`src/rtl/uart_bram_rd_arbiter_pkg.sv`:
```
// Shared types and defaults for the UART TX BRAM read arbiter.
// FSM encoding and channel-index width helper.
package uart_bram_arb_pkg;

    localparam int NUM_CH_DEF = 4;
    localparam int ADDR_W_DEF = 16;
    localparam int DATA_W_DEF = 16;
    localparam int LEN_W_DEF  = 8;
    localparam int RD_LAT_DEF = 2;

    typedef enum logic [1:0] {
        IDLE,
        ISSUE,
        DRAIN,
        ERR
    } arb_state_t;

    function automatic int ch_width(input int n);
        return (n < 2) ? 1 : $clog2(n);
    endfunction

endpackage

```
`src/rtl/uart_bram_rd_arbiter_if.sv`:
```
// Channel request bus plus BRAM port B read bus for the arbiter.
// slave = arbiter side, master = channels/BRAM side.
interface uart_bram_rd_arbiter_if
    import uart_bram_arb_pkg::*;
#(
    parameter int NUM_CH = NUM_CH_DEF,
    parameter int ADDR_W = ADDR_W_DEF,
    parameter int DATA_W = DATA_W_DEF,
    parameter int LEN_W  = LEN_W_DEF
);
    localparam int CH_W = ch_width(NUM_CH);

    logic [NUM_CH-1:0]        i_Req;
    logic [NUM_CH*ADDR_W-1:0] i_Addr;
    logic [NUM_CH*LEN_W-1:0]  i_Len;
    logic [NUM_CH-1:0]        o_Grant;
    logic [NUM_CH-1:0]        o_Done;
    logic [NUM_CH-1:0]        o_Len_ERR;
    logic                     o_BRAM_EN;
    logic [ADDR_W-1:0]        o_BRAM_Addr;
    logic [DATA_W-1:0]        i_BRAM_Dout;
    logic [DATA_W-1:0]        o_Rd_Data;
    logic                     o_Rd_Vld;
    logic [CH_W-1:0]          o_Rd_Ch;

    modport slave (
        input  i_Req, i_Addr, i_Len, i_BRAM_Dout,
        output o_Grant, o_Done, o_Len_ERR,
        output o_BRAM_EN, o_BRAM_Addr,
        output o_Rd_Data, o_Rd_Vld, o_Rd_Ch
    );

    modport master (
        output i_Req, i_Addr, i_Len, i_BRAM_Dout,
        input  o_Grant, o_Done, o_Len_ERR,
        input  o_BRAM_EN, o_BRAM_Addr,
        input  o_Rd_Data, o_Rd_Vld, o_Rd_Ch
    );

endinterface

```
`src/rtl/uart_bram_rd_arbiter_rr_arbiter.sv`:
```
// Combinational round-robin pick; search starts one past last served.
// The pointer register is owned by the caller.
module uart_rr_arbiter
    import uart_bram_arb_pkg::*;
#(
    parameter int NUM_CH = NUM_CH_DEF,
    parameter int CH_W   = ch_width(NUM_CH)
) (
    input  logic [NUM_CH-1:0] req,
    input  logic [CH_W-1:0]   last,
    output logic [NUM_CH-1:0] grant,
    output logic [CH_W-1:0]   idx,
    output logic              any
);

    always_comb begin
        logic [CH_W-1:0] c;
        grant = '0;
        idx   = '0;
        any   = 1'b0;
        c     = '0;
        for (int i = 1; i <= NUM_CH; i++) begin
            c = CH_W'((int'(last) + i) % NUM_CH);
            if (!any && req[c]) begin
                any      = 1'b1;
                idx      = c;
                grant[c] = 1'b1;
            end
        end
    end

endmodule

```
`src/rtl/uart_bram_rd_arbiter.sv`:
```
// Shares one BRAM read port among NUM_CH UART TX channels, one burst
// at a time, returning read data tagged with the owning channel.
module uart_bram_rd_arbiter
    import uart_bram_arb_pkg::*;
#(
    parameter int NUM_CH = NUM_CH_DEF,
    parameter int ADDR_W = ADDR_W_DEF,
    parameter int DATA_W = DATA_W_DEF,
    parameter int LEN_W  = LEN_W_DEF,
    parameter int RD_LAT = RD_LAT_DEF
) (
    input logic clk,
    input logic rst,
    uart_bram_rd_arbiter_if.slave bus
);

    localparam int CH_W = ch_width(NUM_CH);

    arb_state_t state;
    arb_state_t state_nxt;

    logic [NUM_CH-1:0] sel_oh;
    logic [CH_W-1:0]   sel_ch;
    logic              sel_any;
    logic [ADDR_W-1:0] req_addr;
    logic [LEN_W-1:0]  req_len;

    logic [NUM_CH-1:0] cur_oh;
    logic [CH_W-1:0]   cur_ch;
    logic [CH_W-1:0]   last_ch;
    logic [ADDR_W-1:0] addr_q;
    logic [LEN_W-1:0]  rem_q;
    logic              issue_last;

    logic [RD_LAT-1:0] vld_sr;
    logic [RD_LAT-1:0] last_sr;
    logic [DATA_W-1:0] rd_data;
    logic              rd_vld;
    logic [CH_W-1:0]   rd_ch;
    logic [NUM_CH-1:0] done_q;

    uart_rr_arbiter #(
        .NUM_CH (NUM_CH),
        .CH_W   (CH_W)
    ) u_rr (
        .req   (bus.i_Req),
        .last  (last_ch),
        .grant (sel_oh),
        .idx   (sel_ch),
        .any   (sel_any)
    );

    assign req_addr   = bus.i_Addr[sel_ch*ADDR_W +: ADDR_W];
    assign req_len    = bus.i_Len[sel_ch*LEN_W +: LEN_W];
    assign issue_last = (state == ISSUE) && (rem_q == LEN_W'(1));

    always_ff @(posedge clk) begin
        if (rst) state <= IDLE;
        else     state <= state_nxt;
    end

    always_comb begin
        state_nxt = state;
        unique case (state)
            IDLE: begin
                if (sel_any)
                    state_nxt = (req_len == '0) ? ERR : ISSUE;
            end
            ISSUE: if (issue_last) state_nxt = DRAIN;
            DRAIN: if (done_q != '0) state_nxt = IDLE;
            ERR:   state_nxt = IDLE;
            default: state_nxt = IDLE;
        endcase
    end

    always_comb begin
        bus.o_Grant     = '0;
        bus.o_Len_ERR   = '0;
        bus.o_BRAM_EN   = 1'b0;
        bus.o_BRAM_Addr = addr_q;
        unique case (state)
            ISSUE: begin
                bus.o_Grant   = cur_oh;
                bus.o_BRAM_EN = 1'b1;
            end
            DRAIN:   bus.o_Grant   = cur_oh;
            ERR:     bus.o_Len_ERR = cur_oh;
            default: ;
        endcase
    end

    // Burst bookkeeping plus the read-return pipeline. Only one burst is
    // ever in flight, so cur_ch is a valid tag for every returning word.
    always_ff @(posedge clk) begin
        if (rst) begin
            cur_oh  <= '0;
            cur_ch  <= '0;
            last_ch <= CH_W'(NUM_CH - 1);
            addr_q  <= '0;
            rem_q   <= '0;
            vld_sr  <= '0;
            last_sr <= '0;
            rd_data <= '0;
            rd_vld  <= 1'b0;
            rd_ch   <= '0;
            done_q  <= '0;
        end else begin
            if (state == IDLE && sel_any) begin
                cur_oh <= sel_oh;
                cur_ch <= sel_ch;
                addr_q <= req_addr;
                rem_q  <= req_len;
            end else if (state == ISSUE) begin
                addr_q <= addr_q + 1'b1;
                rem_q  <= rem_q - 1'b1;
            end
            if ((state == DRAIN && done_q != '0) || state == ERR)
                last_ch <= cur_ch;
            vld_sr[0]  <= (state == ISSUE);
            last_sr[0] <= issue_last;
            for (int i = 1; i < RD_LAT; i++) begin
                vld_sr[i]  <= vld_sr[i-1];
                last_sr[i] <= last_sr[i-1];
            end
            rd_vld <= vld_sr[RD_LAT-1];
            if (vld_sr[RD_LAT-1]) begin
                rd_data <= bus.i_BRAM_Dout;
                rd_ch   <= cur_ch;
            end
            done_q <= last_sr[RD_LAT-1] ? cur_oh : '0;
        end
    end

    assign bus.o_Rd_Data = rd_data;
    assign bus.o_Rd_Vld  = rd_vld;
    assign bus.o_Rd_Ch   = rd_ch;
    assign bus.o_Done    = done_q;

endmodule
```
`src/flat_wrapper.sv`:
```
// flat-port wrapper written by rule: the top's interface ports become plain ports
module uart_bram_rd_arbiter_flat import uart_bram_arb_pkg::*;
#(
    parameter int NUM_CH = NUM_CH_DEF,
    parameter int ADDR_W = ADDR_W_DEF,
    parameter int DATA_W = DATA_W_DEF,
    parameter int LEN_W  = LEN_W_DEF,
    parameter int RD_LAT = RD_LAT_DEF
)
  (clk, rst, bus_i_Req, bus_i_Addr, bus_i_Len, bus_i_BRAM_Dout, bus_o_Grant, bus_o_Done, bus_o_Len_ERR, bus_o_BRAM_EN, bus_o_BRAM_Addr, bus_o_Rd_Data, bus_o_Rd_Vld, bus_o_Rd_Ch);
  uart_bram_rd_arbiter_if #(.NUM_CH(NUM_CH), .ADDR_W(ADDR_W), .DATA_W(DATA_W), .LEN_W(LEN_W)) bus_i ();
  input logic clk;
  input logic rst;
  input wire logic [$bits(bus_i.i_Req)-1:0] bus_i_Req;
  input wire logic [$bits(bus_i.i_Addr)-1:0] bus_i_Addr;
  input wire logic [$bits(bus_i.i_Len)-1:0] bus_i_Len;
  input wire logic [$bits(bus_i.i_BRAM_Dout)-1:0] bus_i_BRAM_Dout;
  output wire logic [$bits(bus_i.o_Grant)-1:0] bus_o_Grant;
  output wire logic [$bits(bus_i.o_Done)-1:0] bus_o_Done;
  output wire logic [$bits(bus_i.o_Len_ERR)-1:0] bus_o_Len_ERR;
  output wire logic [$bits(bus_i.o_BRAM_EN)-1:0] bus_o_BRAM_EN;
  output wire logic [$bits(bus_i.o_BRAM_Addr)-1:0] bus_o_BRAM_Addr;
  output wire logic [$bits(bus_i.o_Rd_Data)-1:0] bus_o_Rd_Data;
  output wire logic [$bits(bus_i.o_Rd_Vld)-1:0] bus_o_Rd_Vld;
  output wire logic [$bits(bus_i.o_Rd_Ch)-1:0] bus_o_Rd_Ch;
  assign bus_i.i_Req = bus_i_Req;
  assign bus_i.i_Addr = bus_i_Addr;
  assign bus_i.i_Len = bus_i_Len;
  assign bus_i.i_BRAM_Dout = bus_i_BRAM_Dout;
  assign bus_o_Grant = bus_i.o_Grant;
  assign bus_o_Done = bus_i.o_Done;
  assign bus_o_Len_ERR = bus_i.o_Len_ERR;
  assign bus_o_BRAM_EN = bus_i.o_BRAM_EN;
  assign bus_o_BRAM_Addr = bus_i.o_BRAM_Addr;
  assign bus_o_Rd_Data = bus_i.o_Rd_Data;
  assign bus_o_Rd_Vld = bus_i.o_Rd_Vld;
  assign bus_o_Rd_Ch = bus_i.o_Rd_Ch;
  uart_bram_rd_arbiter #(.NUM_CH(NUM_CH), .ADDR_W(ADDR_W), .DATA_W(DATA_W), .LEN_W(LEN_W), .RD_LAT(RD_LAT)) u_core (.clk(clk), .rst(rst), .bus(bus_i));
endmodule
```
`config.mk`:
```
export PLATFORM = sky130hd
export DESIGN_NAME = uart_bram_rd_arbiter_flat
export DESIGN_NICKNAME = d
export VERILOG_FILES = /design/src/rtl/uart_bram_rd_arbiter_pkg.sv /design/src/rtl/uart_bram_rd_arbiter_if.sv /design/src/rtl/uart_bram_rd_arbiter_rr_arbiter.sv /design/src/rtl/uart_bram_rd_arbiter.sv /design/src/flat_wrapper.sv
export SDC_FILE = /design/constraint.sdc
export NUM_CORES = 1
export LEC_CHECK = 0
export BUFFER_PORTS_ARGS = -buffer_cell sky130_fd_sc_hd__buf_2
export CELL_PAD_IN_SITES_DETAIL_PLACEMENT = 1
export CELL_PAD_IN_SITES_GLOBAL_PLACEMENT = 1
export CORE_MARGIN = 5
export CORE_UTILIZATION = 23
export CTS_CLUSTER_DIAMETER = 50
export DETAILED_ROUTE_END_ITERATION = 16
export PLACE_DENSITY_LB_ADDON = 0.1
export SLEW_MARGIN = 40
export SYNTH_ARGS = -nofsm -noshare
export SYNTH_HDL_FRONTEND = slang
export SYNTH_SLANG_ARGS = --single-unit
export TNS_END_PERCENT = 10
```
`constraint.sdc`:
```
create_clock -name clk -period 4.1 [get_ports clk]
set_input_delay 0.205 -clock clk [delete_from_list [all_inputs] [get_ports clk]]
set_output_delay 0.205 -clock clk [all_outputs]
set_load 0.02 [all_outputs]
```
==> run_results.csv, run 1 <==
group,metric,value,unit
synth,syn_inst,416,
die,io_pins,166,
setup_path,cp.arrival,3.70,ns
clock_tree,cts_root_buf,"clkbuf_16",
run_status,status,"completed",
clock_tree,htreeDepth,3,
synth,synth_top_cell_by_area,"dfxtp_1",
power,p_int,1.81,mW
setup_path,end_kind,"flop",
routing,wirelength,12700,µm
layout,syn2layout_area_growth,32.4,%
timing,slew_headroom,0.541,
timing,hold_violations,0,
clock_tree,cts_buffer_depth,2,
clock_tree,ctsResizeCount,0,
setup_path,critical_path_required,4.31,ns
power,powerDensity,571,nW/µm²
routing,dr.pass1.iters,4,
placement,dpl_worst_slack,0.564,ns
timing,setup_tns,0,ns
timing,setup_ws,0.609,ns
synth,synth.distinct_cells,47,
layout,num-nets-final,708,
global_routing,grt_pass1_vias,3978,
timing,rsz0062_at_grt,"no",
timing,fin_hold_ws,0.104,ns
setup_path,slowest_stage,"or4b_1",
power,clkPwrFrac,0.229,
global_routing,grt_pass1_wl,20500,µm
power,share_comb_of_total_power,0.472,
synth,syn_nets,550,
clock_tree,cts.reportedPaths.clkPinSlew,0.06,ns
global_routing,grt_util_all_layers,0.125,
timing,fmax,0.286,GHz
min_path,hold_class,"input port to flop",
placement,portBuffers,165,
routing,wl_per_cell,15.7,µm
synth,synth_edf_count,0,
clock_tree,numCtsBuffers,9,
die,chipHeight,143,µm
global_routing,grt_max_degree,34,
power,seq_power_share,0.299,
routing,drtIter0Drc,105,
synth,yosysWarnings,0,
setup_path,critPathMostFrequentCell,"mux2i_1",
layout,nFillCells,2068,
die,start_util,0.234,
timing,period_share,0.851,
power,vdd_drop_max,0.000199,V
placement,gp_congestion,0.792,
synth,async_flop_share,0,
routing,drc,0,
power,power.switching,1.25,mW
routing,ant_nets,0,
setup_path,max_stage_delay,0.57,ns
layout,drive_above_1_share,0.425,
setup_path,cp-start-kind,"flop",
clock_tree,cts_sinks,61,
timing,worstMarginPinSlew,0.688,ns
die,die_w,143,µm
power,sw_frac_of_total,0.409,
die,coreArea,17300,µm²
setup_path,critPathMaxFanout,21,
clock_tree,hold_buffers,0,
die,row_count,48,
timing,skew,0.00740,ns
synth,ys_ff_latch,61,
clock_tree,cts_tree,"done",
placement,place_hpwl,10000,µm
synth,avgSynthCellArea,9.74,µm²
clock_tree,cts_setup_buffers,0,
routing,vias_per_cell,4.55,
layout,antenna_cells_inserted,0,
synth,synth-main-ff-cell,"dfxtp_1",
setup_path,reg2reg_slack,0.61,ns
clock_tree,clock_latency,0.33,ns
power,leakage,2.52,nW
synth,yosys-top-cells-area,"dfxtp_1 (30%), mux2i_1 (15%), nor2_1 (6.2%), a211oi_2 (5.6%), mux2_2 (5.6%)",
global_routing,grt_antenna_before_repair,0,
setup_path,crit_type,"flop to flop",
timing,fin_crit,3.49,ns
die,dieArea,20400,µm²
synth,ys_seq_area_frac,0.302,
synth,yosysTopAreaCellShare,0.302,
synth,netlist_area,4050,µm²
timing,setup_viol,0,
setup_path,path_cells,"inv_2, ha_1, mux2i_1, mux2i_1, or4b_1, a32oi_4, buf_4, mux4_2, a21oi_1, nor2_1",
flow_run,cap_violations,0,
timing,drv_slew,0,
global_routing,overflow,0,
routing,route.vias.total,3660,
[cell type report]
| type | instances | area (µm²) | share of cell area |
|---|---|---|---|
| clock buffers | 9 | 225 | 0.0420 |
| clock inverters | 7 | 50.0 | 0.00933 |
| inverters | 8 | 30.0 | 0.00560 |
| multi-input cells | 318 | 2630 | 0.490 |
| flip-flops and latches | 61 | 1220 | 0.228 |
| well taps | 225 | 282 | 0.0525 |
| repair buffers | 176 | 928 | 0.173 |
[flip-flops by register name, indices dropped and copies added (netlist names)]
signal	flops
u_core.cur_ch	2
u_core.rem_q	8
u_core.state	2
u_core.vld_sr	2
u_core.bus.o_Done	4
u_core.bus.o_BRAM_Addr	16
u_core.bus.o_Rd_Data	16
u_core.last_ch	2
u_core.cur_oh	4
u_core.bus.o_Rd_Vld	1
u_core.last_sr	2
u_core.bus.o_Rd_Ch	2
[cells in the final DEF, fill, tap and decap left out, types with 5 or more instances in the layout]
cell type and instances:
nand2_1 9, nor2b_1 10, nand3_1 7, xor2_1 6, a211oi_1 11, dfxtp_1 60, a21oi_1 10, mux2i_1 60
nor2_1 67, a211oi_2 18, buf_4 10, and2_1 14, ha_1 16, xnor2_1 16, buf_2 165, inv_1 7
mux4_2 9, clkbuf_16 9, nor3_1 5, mux2_2 20
[logic make-up (layout without fill, tap and decap cells)]
kind of cell	Yosys count	in the layout	share of synthesized area
AOI/OAI and AO/OA	58	58	0.133
buffers and inverters	37	200	0.0565
and+or+nand+nor	133	133	0.158
adders and majority gates	16	16	0.0494
muxes	89	89	0.254
DFF	61	61	0.302
xor gates and xnor gates	22	22	0.0476
[power groups by stage]
stage / Sequential (mW) / Clock, mW / Combinational [mW]
after detailed placement: 0.930 / 0 / 1.47
after global placement: 0.926 / 0 / 1.41
final: 0.915 / 0.702 / 1.44
after CTS: 0.920 / 0.732 / 1.48
after global routing: 0.945 / 0.762 / 1.60
after floorplan: 0.976 / 0 / 1.01
[cell usage after synthesis (2+ instances only)]
library cell	instances
inv_1	7
nand2_1	9
mux2i_1	60
nand2b_1	2
xor2_1	6
mux4_2	9
a211oi_1	11
nand3_1	7
a21oi_1	10
a211oi_2	18
clkbuf_1	12
a211o_1	2
nand4_1	3
buf_2	2
and2_1	14
dfxtp_1	61
a221oi_1	4
xnor2_1	16
buf_12	4
mux2_2	20
nor2_1	67
nor3_1	5
nor4_1	3
and3_1	4
buf_6	3
ha_1	16
buf_1	8
nor2b_1	11
a22oi_1	4
[metal layers]
| layer | vias up | GRT usage | part of all wire | routed length, µm |
|---|---|---|---|---|
| met5 | - | 0 | 0 | 0 |
| met1 | 1754 | 0.161 | 0.44 | 5630 |
| li1 | 1807 | - | - | - |
| met4 | 0 | 0.0380 | 0.013 | 163 |
| met2 | 84 | 0.211 | 0.49 | 6230 |
| met3 | 15 | 0.0258 | 0.050 | 639 |
[through the flow]
step | util | cell area (µm²) | total power [mW] | std cells
global placement | 0.293 | 5060 | 2.33 | 787
global route | 0.310 | 5360 | 3.31 | 804
CTS | 0.310 | 5360 | 3.13 | 804
floorplan | - | 4050 | 1.98 | 416
finish | 0.310 | 5360 | 3.06 | 804
detailed placement | 0.294 | 5090 | 2.40 | 788
[critical path, delay by kind of cell (launching register included)]
| family | cells | cell delay [ns] |
|---|---|---|
| muxes | 3 | 0.80 |
| and+or+nand+nor | 2 | 0.62 |
| AOI/OAI and AO/OA | 2 | 0.59 |
| adders and majority gates | 1 | 0.51 |
| buffers and inverters | 2 | 0.49 |
| DFF | 1 | 0.35 |
[worst paths after layout]
kind                                       start                              endpoint  depth (start not counted)
hold / removal                bus_i_BRAM_Dout[9]  u_core.bus.o_Rd_Data[9]$_SDFFE_PP0P_                          3
hold reg to reg      u_core.vld_sr[0]$_SDFF_PP0_           u_core.vld_sr[1]$_SDFF_PP0_                          1
setup / recovery  u_core.last_ch[1]$_SDFFE_PP1P_          u_core.rem_q[0]$_SDFFE_PP0P_                         10
setup reg to reg  u_core.last_ch[1]$_SDFFE_PP1P_          u_core.rem_q[0]$_SDFFE_PP0P_                         10
Power figures use the tool's default switching activity.
==> inputs of run 2 (changes only) <==
clock period = 4.4 ns   (was 4.1 ns; I/O delays follow)
==> run 2 against run 1 <==
Highest routed layer unchanged. Sequential share of layout area decreased by 0.18 points. Count of clock-buffer cells in the layout unchanged. Final cell count down 0.25%. Flip-flop and latch count is the same. Combinational power down 7%. Via count fell by 0.71%. Non-clock buffer count down 2. Sequential power down 6.6%. Worst hold slack better by 0.020 ns. Die area did not move.
==> run_results.csv, run 2 (same netlist as run 1, synthesis figures left out) <==
group,metric,value,unit
min_path,hold_class,"input port to flop",
global_routing,grt_antenna_before_repair,0,
timing,setup_tns,0,ns
layout,syn2layout_area_growth,33.5,%
setup_path,cp-start-kind,"flop",
clock_tree,cts_root_buf,"clkbuf_16",
timing,fin_crit,3.61,ns
timing,rsz0062_at_grt,"no",
timing,setup_viol,0,
die,dieArea,20400,µm²
routing,drc,0,
timing,fmax,0.277,GHz
run_status,status,"completed",
flow_run,cap_violations,0,
setup_path,critPathMaxFanout,23,
global_routing,overflow,0,
routing,vias_per_cell,4.53,
timing,slew_headroom,0.575,
timing,period_share,0.820,
setup_path,end_kind,"flop",
power,seq_power_share,0.289,
clock_tree,clock_latency,0.33,ns
routing,dr.pass1.iters,4,
placement,portBuffers,165,
timing,skew,0.00684,ns
routing,ant_nets,0,
power,clkPwrFrac,0.260,
power,leakage,2.52,nW
clock_tree,cts_sinks,61,
layout,drive_above_1_share,0.426,
routing,wl_per_cell,16.2,µm
setup_path,reg2reg_slack,0.79,ns
die,io_pins,166,
setup_path,cp.arrival,3.81,ns
power,sw_frac_of_total,0.394,
global_routing,grt_pass1_vias,3916,
setup_path,critical_path_required,4.60,ns
routing,wirelength,13000,µm
die,chipHeight,143,µm
layout,antenna_cells_inserted,0,
layout,final_common_cell,"buf_2",
layout,final_util,0.313,
clock_tree,htreeDepth,3,
global_routing,grt_util_all_layers,0.126,
placement,place_hpwl,10100,µm
power,p_int,1.79,mW
power,share_comb_of_total_power,0.452,
layout,stdcell_count,802,
power,power.switching,1.17,mW
routing,drtIter0Drc,150,
setup_path,crit_type,"flop to flop",
clock_tree,numCtsBuffers,9,
die,coreArea,17300,µm²
power,vdd_drop_max,0.000268,V
clock_tree,cts_buffer_depth,2,
clock_tree,cts_tree,"done",
die,row_count,48,
timing,hold_violations,0,
die,die_w,143,µm
routing,route.vias.total,3634,
clock_tree,hold_buffers,0,
global_routing,grt_max_degree,42,
clock_tree,cts.reportedPaths.clkPinSlew,0.06,ns
global_routing,grt_pass1_wl,20600,µm
clock_tree,ctsResizeCount,0,
clock_tree,cts_setup_buffers,0,
timing,drv_slew,0,
timing,worstMarginPinSlew,0.625,ns
layout,num-nets-final,706,
placement,dp_cells,785,
power,powerDensity,548,nW/µm²
placement,gp_congestion,0.841,
power,power,2.96,mW
die,start_util,0.234,
layout,layout_common_cells,"buf_2 (164), nor2_1 (67), dfxtp_1 (60)",
run 2: cell types whose count changed in the layout (fill, tap and decap cells not counted), sizes merged:
cell / delta
clkinv: -4
buf: -3
bufinv: +2
clkinvlp: +2
clkbuf: +1
run 2: critical path, stage by stage, from the launching register on:
cell and delay (ns):
dfxtp_1 0.33, inv_1 0.09, ha_1 0.51, mux2i_1 0.33
mux2i_2 0.24, or4b_1 0.60, a32oi_4 0.36, buf_4 0.41
mux4_2 0.38, a21oi_1 0.16, nor2_1 0.05
run 2: area by class of cell:
| type | count | area [µm²] |
|---|---|---|
| multi-input combinational | 318 | 2640 |
| fill | 2066 | 11900 |
| inverter | 8 | 30.0 |
| clock inverter | 7 | 97.6 |
| timing repair buffer | 174 | 913 |
| sequential | 61 | 1220 |
| clock buffer | 9 | 225 |
| tap | 225 | 282 |
run 2: power by group through the flow:
stage / combinational [mW] / sequential, mW / clock (mW)
3_3_place_gp: 1.31 / 0.863 / 0
5_1_grt: 1.49 / 0.884 / 0.822
4_1_cts: 1.34 / 0.860 / 0.803
3_5_place_dp: 1.34 / 0.869 / 0
2_1_floorplan: 0.937 / 0.910 / 0
6_report: 1.34 / 0.855 / 0.768
run 2: stage by stage:
step	setup slack, ns	hold slack (ns)	area, µm²
finish	0.791	0.124	5410
detailed placement	0.724	0.427	5050
floorplan	0.991	0.299	4050
global route	0.526	0.138	5410
global placement	0.856	0.432	5040
CTS	0.706	0.109	5380
run 2: layer usage:
| metal | global-route usage | vias up | wire length [µm] |
|---|---|---|---|
| li1 | - | 1809 | - |
| met1 | 0.158 | 1744 | 5720 |
| met2 | 0.215 | 75 | 6510 |
| met3 | 0.0288 | 6 | 629 |
| met4 | 0.0375 | 0 | 106 |
| met5 | 0 | - | 0 |
run 2: final timing paths:
check	start	end	cells after the start
setup / recovery	u_core.last_ch[0]$_SDFFE_PP1P_	u_core.rem_q[0]$_SDFFE_PP0P_	10
hold / removal	bus_i_BRAM_Dout[10]	u_core.bus.o_Rd_Data[10]$_SDFFE_PP0P_	3
setup reg to reg	u_core.last_ch[0]$_SDFFE_PP1P_	u_core.rem_q[0]$_SDFFE_PP0P_	10
hold reg to reg	u_core.vld_sr[0]$_SDFF_PP0_	u_core.vld_sr[1]$_SDFF_PP0_	1
